`config.mk`:
```
export PLATFORM = sky130hd
export DESIGN_NAME = doy_year_counter
export DESIGN_NICKNAME = d
export VERILOG_FILES = /design/src/rtl/doy_year_counter_pkg.sv /design/src/rtl/doy_year_counter_step_sync.sv /design/src/rtl/doy_year_counter.sv
export SDC_FILE = /design/constraint.sdc
export NUM_CORES = 1
export LEC_CHECK = 0
export ABC_CLOCK_PERIOD_IN_PS = 5230
export CORE_ASPECT_RATIO = 1.4
export CORE_MARGIN = 8
export CORE_UTILIZATION = 29
export DETAILED_ROUTE_END_ITERATION = 7
export GPL_ROUTABILITY_DRIVEN = 0
export PLACE_DENSITY = 0.53
export SETUP_SLACK_MARGIN = 0.1
export SYNTH_ARGS = -nofsm -noshare
export SYNTH_HDL_FRONTEND = slang
export SYNTH_SLANG_ARGS = --single-unit
```
`constraint.sdc`:
```
create_clock -name clk -period 5.23 [get_ports clk]
set_input_delay 1.046 -clock clk [delete_from_list [all_inputs] [get_ports clk]]
set_output_delay 1.046 -clock clk [all_outputs]
set_load 0.01 [all_outputs]
```
`src/rtl/doy_year_counter_pkg.sv`:
```
// doy_year_counter_pkg: shared widths, constants and last-day helper for the day-of-year counter
package doy_year_counter_pkg;
    localparam int DOY_W = 8;
    localparam int YEAR_W = 2;
    localparam logic [DOY_W-1:0] DOY_FIRST = 8'd1;
    localparam logic [YEAR_W-1:0] LEAP_IDX = 2'd0;
    function automatic logic [DOY_W-1:0] last_doy(input int base, input logic leap);
        return DOY_W'(base + int'(leap));
    endfunction
endpackage

```
`src/rtl/doy_year_counter_step_sync.sv`:
```
// step_sync_edge: 2-flop synchronizer plus rising-edge pulse for a raw pushbutton level
module step_sync_edge (
    input  logic clk,
    input  logic rst_n,
    input  logic din,
    output logic pulse
);
    logic s1, s2, s3;
    always_ff @(posedge clk or negedge rst_n) begin
        if (!rst_n) {s1, s2, s3} <= 3'b000;
        else {s1, s2, s3} <= {din, s1, s2};
    end
    assign pulse = s2 & ~s3;
endmodule

```
`src/rtl/doy_year_counter.sv`:
```
// doy_year_counter: day-of-year and 4-year leap-cycle source for the month/day decoder
// Define ADV_BTN_EN to treat step as a raw pushbutton (synchronized, rising-edge detected).
module doy_year_counter
    import doy_year_counter_pkg::*;
#(
    parameter int TICKS_PER_DAY = 50_000_000,
    parameter int LAST_DOY_BASE = 120
) (
    input  logic              clk,
    input  logic              rst_n,
    input  logic              run,
    input  logic              step,
    input  logic              load,
    input  logic [DOY_W-1:0]  load_doy,
    input  logic [YEAR_W-1:0] load_year,
    output logic [DOY_W-1:0]  doy,
    output logic              yearCount,
    output logic [YEAR_W-1:0] year_idx,
    output logic              wrap,
    output logic              load_err
);
    localparam int PW = $clog2(TICKS_PER_DAY);
    logic [PW-1:0] pre;
    logic day_tick, step_pulse, adv, load_ok;
    logic [DOY_W-1:0] last;
    logic [YEAR_W-1:0] next_year;
`ifdef ADV_BTN_EN
    step_sync_edge u_step (.clk(clk), .rst_n(rst_n), .din(step), .pulse(step_pulse));
`else
    assign step_pulse = step;
`endif
    assign day_tick  = run && (pre == PW'(TICKS_PER_DAY - 1));
    assign adv       = day_tick | step_pulse;
    assign last      = last_doy(LAST_DOY_BASE, yearCount);
    assign next_year = year_idx + 1'b1;
    assign load_ok   = (load_doy >= DOY_FIRST) &&
                       (load_doy <= last_doy(LAST_DOY_BASE, load_year == LEAP_IDX));
    always_ff @(posedge clk or negedge rst_n) begin
        if (!rst_n) pre <= '0;
        else if (load || day_tick) pre <= '0;
        else if (run) pre <= pre + 1'b1;
    end
    // load wins over an advance in the same cycle; a rejected load leaves the date untouched
    always_ff @(posedge clk or negedge rst_n) begin
        if (!rst_n) begin
            doy       <= DOY_FIRST;
            year_idx  <= LEAP_IDX;
            yearCount <= 1'b1;
            wrap      <= 1'b0;
            load_err  <= 1'b0;
        end else begin
            wrap     <= 1'b0;
            load_err <= 1'b0;
            if (load) begin
                if (load_ok) begin
                    doy       <= load_doy;
                    year_idx  <= load_year;
                    yearCount <= (load_year == LEAP_IDX);
                end else load_err <= 1'b1;
            end else if (adv) begin
                if (doy == last) begin
                    doy       <= DOY_FIRST;
                    year_idx  <= next_year;
                    yearCount <= (next_year == LEAP_IDX);
                    wrap      <= 1'b1;
                end else doy <= doy + 1'b1;
            end
        end
    end
endmodule
```
Yosys cells after proc, flatten, opt, wreduce, memory -nomap -nowiden
Index checks and enable logic that the tools add are counted.

storage, ports and cells
  flip-flop bits (word level) = 39
  latch bits = 0
  memory bits (writable) = 0
  ROM bits = 0
  input bits = 15
  output and inout port bits = 13
  logic and storage cells = 46
  memories kept = 0

operators by class
  add/subtract/negate cells = 5
  multipliers = 0
  div/mod/pow operators = 0
  order comparisons = 2
  equality and inequality tests = 3
  shifts and indexed selects = 0
  muxes and demuxes = 19
  bitwise gates (word level) = 1
  reduce and logical (&&, ||, !) cells = 10

operators with widths
  kind                                                                      count
  26-bit 2-to-1 mux                                                         2
  8-bit 2-to-1 mux                                                          4
  26-bit by 1-bit adder with 26-bit output (second input constant)          1
  26-bit equality test (second input constant)                              1
  7-bit by 1-bit adder with 8-bit output (first input constant)             2
  1-bit 2-to-1 mux                                                          9
  8-bit by 1-bit adder with 8-bit output (second input constant)            1
  8-bit equality test                                                       1
  8-bit by 1-bit >= comparator with 1-bit output (second input constant)    1
  8-bit less-or-equal comparator                                            1
  2-bit 2-to-1 mux                                                          4
  2-bit nonzero test                                                        3
  2-bit logical NOT                                                         2
  3-bit AND reduction                                                       1
  2-bit by 1-bit adder with 2-bit output (second input constant)            1
  1-bit logical AND                                                         2
  2-bit by 1-bit inequality test with 1-bit output (second input constant)  1
  2-bit AND reduction                                                       1
  1-bit logical OR                                                          1
  1-bit OR                                                                  1

Longest topological paths before layout
  depth after elaboration = 6
  depth in mapped cells = 8
  gate-level depth less buffers = 6

Least setup slack after synthesis
OpenSTA, ideal clock, no wires.

  path type = input -> register
  start = input run
  end = register year_idx[0]
  setup time = 0.125 ns
  data arrival time = 2.538 ns
  data required time = 5.105 ns
  slack = 2.567 ns
  cell stages on the path = 6
  buffers on the path = 1
  cells stage by stage = buf_4 > and4_1 > nand2_1 > o31a_1 > or3_4 > mux2_4

on the way
  longest elaborated chain between the ends = 4

RTL lines
  element                               RTL line                RTL
  from (decl)                           doy_year_counter.sv:11  input logic run,
  1-bit logical AND                     doy_year_counter.sv:32  assign day_tick = run && (pre == PW'(TICKS_PER_DAY - 1));
  1-bit OR                              doy_year_counter.sv:33  assign adv = day_tick | step_pulse;
  2-bit nonzero test (no source line)   -
  3-bit AND reduction (no source line)  -
  to (signal assigned)                  doy_year_counter.sv:57  year_idx <= load_year;
  to (signal assigned)                  doy_year_counter.sv:63  year_idx <= next_year;
  to (decl)                             doy_year_counter.sv:18  output logic [YEAR_W-1:0] year_idx,

No other way between the ends.
A chain may end at the register's enable or synchronous reset.

Worst setup path after layout
  start = input load
  end = register doy[1]

on the way
  longest elaborated chain between the ends = 2
  elaborated cells on any way between the ends = 4
  those cells by class = eq/ne (1); mux (1); reduce/logical (2)

RTL lines
  element                                                                                                         RTL line                RTL
  from (decl)                                                                                                     doy_year_counter.sv:13  input logic load,
  2-bit by 1-bit inequality test with 1-bit output (no source line) / 2-bit nonzero test (equally long branches)  -
  2-bit AND reduction (no source line)                                                                            -
  to (signal assigned)                                                                                            doy_year_counter.sv:56  doy <= load_doy;
  to (signal assigned)                                                                                            doy_year_counter.sv:66  end else doy <= doy + 1'b1;
  to (decl)                                                                                                       doy_year_counter.sv:16  output logic [DOY_W-1:0] doy,

Several ways; a longest one is shown, not always the timed one.

==> results by group <==
Route
  – Number of remaining DRC errors: 0
  – Via density: approximately 4.9
  – Antenna Violating Nets Remaining: 0
  – DR vias: approximately 1700
  – Drt first pass iters: 4
  – Drt first-iter violations: 63
  – DRT Wirelength: 5315 um
  – Avg WL per Cell: 14.97 um

Setup path
  – CP startpoint kind: input port
  – Crit-path cells: clkdlybuf4s50_1, nor2b_1, a32oi_1, o21ai_1, or2_1, mux2_4
  – Worst EP arrival: between 3000 and 4000 ps
  – Critical Path RT: between 5000 and 6000 ps
  – Crit Path Class: input port to flip-flop
  – Worst Path Max Fanout: 25
  – Worst setup EP type: flip-flop
  – Critical Path Max Stage Delay: just over 1000 ps
  – Slowest library cell on the worst path: clkdlybuf4s50_1

Pwr
  – Logic pwr share: 0.225
  – Pint: 514.6 uW
  – Worst VDD drop: approximately 0.13 mV
  – Sw Pwr: 210.4 uW
  – Pwr dens: between 200 and 300 nW/um^2
  – Sequential power share: 0.498
  – Leak: 1.038 nW
  – Clk pwr share: 0.276
  – Switching share of power: 0.2902

STA
  – Final hold vios: 0
  – Fin Setup TNS: 0 ps
  – Final setup fails: 0
  – Slew @ Worst Pin: 896.6 ps
  – Max frequency: 302.6 MHz
  – Final WS setup: 1925 ps
  – Tcrit/Tclk final: 0.6318
  – Final period demand of the worst path: 3305 ps
  – Slew Viols, Final: 0
  – Setup repair after global routing missed its margin: no
  – Clk_skew: around 11 ps
  – Slew HR: 0.4022

Cells and area
  – Final #Nets: 276
  – # diodes: 0
  – Area Growth Syn to Fin: 19.49%
  – Fin cells: 355
  – Layout cells sized above 1: 0.08140
  – Fillers: about 770
  – Final core utilization: 0.3554

GRT
  – Number of global-route vias before repair: 1842
  – Largest net degree at the start of global routing: 40
  – Total track usage: 0.1078
  – Global-route wire length before repair: around 9000 um
  – Total gr overflow: 0
  – Antenna violations before repair: 0

Worst hold path
  – Worst hold path class: flip-flop to flip-flop

Logic synthesis
  – Ys async rst share: 1.000
  – Synth Flop Type: dfrtp_1
  – YS warnings: 0
  – Post-synthesis sequential area ratio: 0.4469
  – Mapped Area: 2190 sq um
  – FF+latch count, synth: 39
  – Avg Synthesized Cell Area: roughly 9.5 sq um
  – Count of cell types in the netlist: 46
  – Cells after synthesis: 231
  – Post-synth EDFFs: 0
  – Synthesized Nets: 250

Placed design
  – DP Worst Slack: roughly 1600 ps
  – Port buffer count: 27
  – Placed wire-length estimate: ~3800 um
  – Placed cell count: 347

CTS
  – Number of buffers created by CTS: 5
  – Worst-path clk slew: around 80 ps
  – Post-CTS Setup Inserts: 0
  – Clock Tree Root: clkbuf_8
  – Clock latency at the later pin of the worst-skew pair: 290 ps
  – CTS H-tree depth: 2
  – # hold bufs at CTS: 0
  – CTS tree: done
  – CTS resizes: 0
  – Clock Tree Buf Depth: 2
  – CTS Sinks: 39

Floorplan
  – Core area: ~7400 sq um
  – Die Span X: around 89 um
  – Die Area: about 11000 sq um
  – Cell Rows: 37
  – Initial Util: 0.2975
  – I/O Pins: 28
  – Die height: 118.8 um

Job
  – Max Cap Viol: 0

Run status
  – Outcome: complete, no violations
-- metrics by stage --
| stage | hold slack (ps) | total power [mW] | instance area [sq um] |
|---|---|---|---|
| finish | 557.1 | 0.7250 | 2616 |
| CTS | 559.0 | 0.7370 | 2616 |
| global route | 584.7 | 0.7653 | 2616 |
| global placement | 534.6 | 0.5317 | 2535 |
| detailed placement | 535.6 | 0.5323 | 2535 |
| floorplan | 502.1 | 0.4446 | 2190 |
-- worst max-delay path: cells and delay by family --
family	cells	cell delay, ps
AO/OA/AOI/OAI	2	470
buffers and inverters	1	1020
multiplexers	1	330
AND/OR/NAND/NOR	2	620
-- flip-flops by register name, summed over array words and instances (netlist names) --
signal	cells
doy	8
wrap	1
pre	26
year_idx	2
yearCount	1
load_err	1
-- cells in the mapped netlist, types with 2 or more instances --
library cell  number  area [sq um]
and3_1             3         18.77
nand4_1            6         37.54
mux2_2             2         22.52
ha_1               4         50.05
nand2_1           13         48.80
nor3b_1            2         15.01
o21ai_0            5         25.02
clkbuf_1           5         18.77
o31ai_1            5         37.54
xnor2_1           18         157.7
a32oi_1            3         26.28
dfstp_2            2         52.55
nor3_1             7         35.03
inv_1             11         41.29
mux2_4             5         75.07
dfrtp_1           37         925.9
xor2_1             7         61.31
nor4_1             9         56.30
nor2b_1            2         12.51
o22ai_1            2         12.51
and4_1             3         26.28
a22oi_1            2         15.01
nor2_1            44         165.2
nand3_1            8         40.04
or2_2              2         12.51
a21oi_1            4         20.02
-- power by group through the flow --
stage          combinational [mW]  clock (mW)  sequential [mW]
3_5_place_dp                0.166           0            0.367
5_1_grt                     0.184       0.215            0.366
2_1_floorplan              0.0771           0            0.368
3_3_place_gp                0.164           0            0.368
6_report                    0.163       0.200            0.361
4_1_cts                     0.167       0.209            0.362
-- cells by family after synthesis --
logic type / Yosys count / synth area share
compound gates: 27 / 0.08400
xor+xnor: 25 / 0.1000
fa+ha+maj: 4 / 0.02286
buf+inv: 19 / 0.03771
simple gates: 109 / 0.2594
flops: 39 / 0.4469
mux: 8 / 0.04914
-- layer usage --
metal	vias up	routed length [um]	track usage
li1	860	-	-
met1	841	2240	0.1234
met2	38	2732	0.1823
met3	10	228	0.02891
met4	0	114	0.04284
met5	-	0	0
-- path summary, 6_finish.rpt --
check                               startpoint                 endpoint  slack (ps)  cells past startpoint
setup / recovery                          load       doy[1]$_DFFE_PN0P_        1930                      6
hold / removal             pre[13]$_DFFE_PN0P_      pre[13]$_DFFE_PN0P_         560                      2
setup reg to reg            pre[0]$_DFFE_PN0P_  year_idx[0]$_DFFE_PN0P_        2960                      6
hold reg to reg            pre[13]$_DFFE_PN0P_      pre[13]$_DFFE_PN0P_         560                      2
max in group asynchronous                rst_n      pre[23]$_DFFE_PN0P_        3790                      1
min in group asynchronous                rst_n      pre[10]$_DFFE_PN0P_         870                      1
-- layout by cell type, fill, tap and decap left out, drive strengths merged --
cell and count:
o31ai 5, nor4bb 1, inv 11, xor2 7, o21a 1, nor3 7
mux2 7, a32oi 3, o211a 1, a22o 1, buf 1, dfstp 2
nand2 13, xnor2 18, o22ai 2, nor2 44, a211oi 1, nor4 9
or3 2, clkinv 1, dfrtp 37, or4 1, a21oi 4, and3b 1
nor4b 1, nor3b 2, mux2i 1, nand4 7, o21ai 6, clkbuf 7
ha 4, nand4b 1, nand3 8, clkdlybuf4s50 26, nor2b 2, or2 3
o31a 1, a22oi 2, and4 3, and3 4
-- cell type report --
cell class / instances / area (sq um) / share of cell area
Inverter: 11 / 41.29 / 0.01578
Clock inverter: 1 / 5.005 / 0.001913
Timing Repair Buffer: 27 / 265.3 / 0.1014
Tap cell: 97 / 121.4 / 0.04639
Sequential cell: 39 / 978.4 / 0.3740
Clock buffer: 7 / 76.32 / 0.02917
Multi-Input combinational cell: 173 / 1129 / 0.4314
(Power assumes the default switching activity.)
